**config.mk**
```make
export PLATFORM = sky130hd
export DESIGN_NAME = sat_accumulator
export DESIGN_NICKNAME = d
export VERILOG_FILES = /design/src/rtl/sat_acc_pkg.sv /design/src/rtl/acc_add_stage.sv /design/src/rtl/sat_accumulator.sv
export SDC_FILE = /design/constraint.sdc
export NUM_CORES = 1
export LEC_CHECK = 0
export CORE_MARGIN = 10
export CORE_UTILIZATION = 35
export CTS_CLUSTER_SIZE = 25
export DETAILED_ROUTE_END_ITERATION = 8
export SETUP_SLACK_MARGIN = 0.5
export SKIP_CTS_REPAIR_TIMING = 1
export SLEW_MARGIN = 20
export SYNTH_ARGS = -nofsm -noshare
export SYNTH_HDL_FRONTEND = slang
export SYNTH_SLANG_ARGS = --single-unit
```
**constraint.sdc**
```tcl
create_clock -name clk -period 3.08 [get_ports clk]
set_input_delay 0.462 -clock clk [delete_from_list [all_inputs] [get_ports clk]]
set_output_delay 0.462 -clock clk [all_outputs]
set_load 0.02 [all_outputs]
```
**src/rtl/sat_acc_pkg.sv**
```systemverilog
// Shared types and constants for the saturating block accumulator.
package sat_acc_pkg;

    localparam int DEF_N   = 8;
    localparam int DEF_LEN = 4;
    localparam int MAX_W   = 64;

    typedef enum logic {
        ACCUM = 1'b0,
        HOLD  = 1'b1
    } state_t;

    // Most-negative for sign=1, most-positive for sign=0; caller truncates to w bits.
    function automatic logic [MAX_W-1:0] sat_value(input logic sign, input int w);
        logic [MAX_W-1:0] msb;
        msb = {{(MAX_W-1){1'b0}}, 1'b1} << (w - 1);
        return sign ? ~(msb - 1'b1) : (msb - 1'b1);
    endfunction

endpackage

```
**src/rtl/acc_add_stage.sv**
```systemverilog
// N-bit adder (carry-in 0) producing raw sum, unsigned carry and signed overflow.
module acc_add_stage
    import sat_acc_pkg::*;
#(
    parameter int N = DEF_N
) (
    input  logic [N-1:0] a_in,
    input  logic [N-1:0] b_in,
    output logic [N-1:0] raw,
    output logic         c,
    output logic         v
);

    logic a;
    logic b;
    logic r;

    assign raw = a_in + b_in;
    assign a   = a_in[N-1];
    assign b   = b_in[N-1];
    assign r   = raw[N-1];

    assign c = (a & b) | (a & ~r) | (b & ~r);
    assign v = (a & b & ~r) | (~a & ~b & r);

endmodule

```
**src/rtl/sat_accumulator.sv**
```systemverilog
// Block accumulator of LEN signed samples with sticky carry/overflow flags.
// Saturation on signed overflow is enabled by SAT_ACCUMULATOR_SATURATE_EN.
module sat_accumulator
    import sat_acc_pkg::*;
#(
    parameter int N   = DEF_N,
    parameter int LEN = DEF_LEN
) (
    input  logic                     clk,
    input  logic                     rst,
    input  logic                     clear,
    input  logic                     in_valid,
    output logic                     in_ready,
    input  logic [N-1:0]             in_data,
    output logic                     out_valid,
    input  logic                     out_ready,
    output logic [N-1:0]             out_sum,
    output logic                     out_ovf,
    output logic                     out_carry,
    output logic [$clog2(LEN+1)-1:0] out_count
);

    localparam int CW = $clog2(LEN + 1);

    state_t        state;
    logic [N-1:0]  acc;
    logic [CW-1:0] cnt;
    logic          ovf_s;
    logic          carry_s;

    logic [N-1:0]  raw;
    logic [N-1:0]  next_acc;
    logic          c;
    logic          v;
    logic          accept;

    acc_add_stage #(.N(N)) u_add (
        .a_in (acc),
        .b_in (in_data),
        .raw  (raw),
        .c    (c),
        .v    (v)
    );

`ifdef SAT_ACCUMULATOR_SATURATE_EN
    assign next_acc = v ? N'(sat_value(acc[N-1], N)) : raw;
`else
    assign next_acc = raw;
`endif

    assign in_ready  = (state == ACCUM) & ~rst;
    assign out_valid = (state == HOLD);
    assign accept    = in_valid & in_ready;

    assign out_sum   = acc;
    assign out_ovf   = ovf_s;
    assign out_carry = carry_s;
    assign out_count = cnt;

    // clear outranks both handshakes, including a sample offered alongside it
    always_ff @(posedge clk or posedge rst) begin
        if (rst) begin
            state   <= ACCUM;
            acc     <= '0;
            cnt     <= '0;
            ovf_s   <= 1'b0;
            carry_s <= 1'b0;
        end else if (clear) begin
            state   <= ACCUM;
            acc     <= '0;
            cnt     <= '0;
            ovf_s   <= 1'b0;
            carry_s <= 1'b0;
        end else begin
            unique case (state)
                ACCUM: begin
                    if (accept) begin
                        acc     <= next_acc;
                        cnt     <= cnt + CW'(1);
                        ovf_s   <= ovf_s | v;
                        carry_s <= carry_s | c;
                        if (cnt == CW'(LEN - 1)) begin
                            state <= HOLD;
                        end
                    end
                end
                HOLD: begin
                    if (out_ready) begin
                        state   <= ACCUM;
                        acc     <= '0;
                        cnt     <= '0;
                        ovf_s   <= 1'b0;
                        carry_s <= 1'b0;
                    end
                end
            endcase
        end
    end

endmodule

```
==> impl_metrics.py <==
metrics = {
    "logic_synthesis": {
        "async_reset_ff_frac": 1.000,
        "ys_types": 31,
        "yosysWarnings": 0,
        "synth_area_per_cell_um2": 10.59,
        "ys_seq_area_frac": 0.3718,
        "yosys.area.top_type": "dfrtp_1",
        "netlist_area_um2": 942.2,
        "synth_nets": 115,
        "synth_edf_count": 0,
        "synthCells": 89,
        "ys_top_cells_by_area": "dfrtp_1 (37%), ha_1 (15%), a22o_1 (4.6%)",
        "ys_ff_latch": 14,
        "synthFlopType": "dfrtp_1",
        "synth_top_area_share": 0.3718,
    },
    "finish": {
        "finalNetCount": 148,
        "final_cell_mix": "clkdlybuf4s50_1 (25), dfrtp_1 (14), nand2_1 (7), ha_1 (7)",
        "drive_gt1_frac": 0.1833,
        "syn2layout_area_growth_pct": 42.89,
        "layout_commonest_cell": "clkdlybuf4s50_1",
        "design_area_mm2": 0.001346,
        "antenna_cells": 0,
    },
    "global_routing": {
        "grt_pass1_wl_mm": 3.877,
        "grt.overflow.total": 0,
        "antenna_found_initial": 0,
        "first_global_vias": 825,
        "track_usage": 0.09083,
        "grt_max_degree": 16,
    },
    "power_and_ir_drop": {
        "clkPwrFrac": 0.203,
        "internal-power_mw": 0.3458,
        "p_sw_mw": 0.1672,
        "swShare": 0.3259,
        "p_seq_frac": 0.414,
        "p_per_area_mw_per_mm2": 381.0,
        "power_frac_comb": 0.383,
        "peakVddDrop_uv": 225.7,
        "leakage_nw": 0.6060,
        "power_mw": 0.5130,
    },
    "timing": {
        "setup_viol": 0,
        "period_share": 0.8073,
        "timing.hold.ws_ps": 514.2,
        "fin_ws_ps": 593.6,
        "rsz0062_at_grt": "false",
        "fin_skew_ps": 5.317,
        "setup_tns_ps": 0,
        "max_freq_mhz": 402.2,
        "max_slew.worst_pin.slew_ps": 582.3,
        "slew_viol_final": 0,
        "relSlewSlack": 0.6114,
        "hold_viol_final": 0,
        "final.min_clock_period_ps": 2486,
    },
    "detailed_routing": {
        "wl_per_cell_um": 15.24,
        "post-route-drc-count": 0,
        "vias": 781,
        "first_pass_iters": 4,
        "vias_per_cell": 5.207,
        "drtIter0Drc": 27,
        "detail-route-antenna-nets": 0,
        "drt-total-wl_mm": 2.286,
    },
    "critical_path": {
        "worstSetupPathType": "in2reg",
        "worstPathRequired_ps": 3250,
        "crit_fanout": 4,
        "worstSetupStartpointType": "input port",
        "critPathArrivalTime_ps": 2660,
        "end_kind": "register",
    },
    "placement": {
        "post-dp-hpwl_mm": 1.779,
        "globalplace.congestion": 0.7763,
        "dp_slack_ps": 147.6,
        "portBuffers": 27,
        "dpl-instance-area_mm2": 0.001260,
    },
    "min_path": {
        "hp-class": "reg2reg",
    },
    "job": {
        "maxCapViolations": 0,
    },
    "cts": {
        "cts.reportedPaths.clkPinSlew_ps": 90,
        "cts_sinks": 14,
        "h-tree-depth": 1,
        "clk_latency_ps": 280,
        "cts-root-buf": "clkbuf_4",
        "cts_buffers": 3,
        "cts_max_path_buffers": 2,
        "cts_tree": "yes",
    },
    "floorplanning": {
        "initial_core_util": 0.3735,
        "die_y_um": 71.89,
        "fp.dieW_um": 71.89,
        "ios": 28,
        "die_area_mm2": 0.005167,
        "rows": 18,
        "core_mm2": 0.002522,
    },
    "status": {
        "outcome": "completed",
    },
}
[final timing paths]
path / slack, ps / startpoint / depth (start not counted) / endpoint
worst max register to register: 690 / out_sum[1]$_DFFE_PP0P_ / 9 / out_ovf$_DFFE_PP0P_
worst max-delay path: 590 / in_data[2] / 10 / out_ovf$_DFFE_PP0P_
min in group asynchronous: 610 / rst / 2 / out_count[2]$_DFFE_PP0P_
max in group asynchronous: 2080 / rst / 2 / out_sum[2]$_DFFE_PP0P_
worst min register to register: 510 / out_count[2]$_DFFE_PP0P_ / 2 / out_count[2]$_DFFE_PP0P_
worst min-delay path: 510 / out_count[2]$_DFFE_PP0P_ / 2 / out_count[2]$_DFFE_PP0P_
[layout make-up]
class | instances | area (um^2)
Fill cell | 235 | 1176
Tap cell | 30 | 37.54
Clock buffer | 3 | 22.52
Sequential cell | 14 | 350.3
Multi-Input combinational cell | 69 | 626.9
Inverter | 5 | 18.77
Timing Repair Buffer | 29 | 290.3
[power groups by stage]
stage	sequential (mW)	clock [mW]	combinational (mW)
3_3_place_gp	0.213	0	0.177
2_1_floorplan	0.229	0	0.0937
6_report	0.212	0.104	0.197
5_1_grt	0.215	0.118	0.217
3_5_place_dp	0.214	0	0.178
4_1_cts	0.210	0.108	0.179
[metal layers]
metal / vias up / wire length, um / global-route usage
met5: - / 0 / 0
met3: 4 / 204 / 0.04132
li1: 389 / - / -
met2: 23 / 981 / 0.1333
met4: 0 / 36 / 0.03441
met1: 365 / 1064 / 0.1128
[cells by family (layout without fill, tap and decap cells)]
family                   after synthesis  count (layout)  synth area share
AND/OR/NAND/NOR                       23              23            0.1368
AO/OA/AOI/OAI                         27              27            0.2178
flip-flops                            14              14            0.3719
buffers and inverters                  6              37           0.02523
XOR/XNOR                               3               3           0.02789
adder cells (fa/ha/maj)               13              13            0.1886
multiplexers                           3               3           0.03187
[cells in the mapped netlist, types with 2 or more instances]
library cell,instances
o21ai_0,5
nor2_1,6
inv_1,5
a211oi_1,2
a21o_1,3
fa_1,2
mux2i_1,3
a21oi_1,6
xnor2_1,2
nand2_1,7
a22o_1,5
ha_1,11
dfrtp_1,14
[critical path, stage by stage]
cell             delay [ps]
clkdlybuf4s50_1         450
ha_4                    200
a211oi_2                220
nor2_2                   90
o21ai_2                 130
a21oi_2                  80
fa_1                    570
mux2i_1                 190
nor2_1                   50
o21ba_2                 210
[registers in the layout, summed over array words and instances, names as in the netlist]
register	flops
out_carry	1
out_count	3
out_ovf	1
out_valid	1
out_sum	8
[per-stage QoR]
stage	std cells	util
2_1_floorplan	89	-
3_3_place_gp	147	0.4995
3_5_place_dp	147	0.4995
4_1_cts	150	0.5084
5_1_grt	150	0.5337
6_report	150	0.5337
Power figures use the tool's default switching activity.
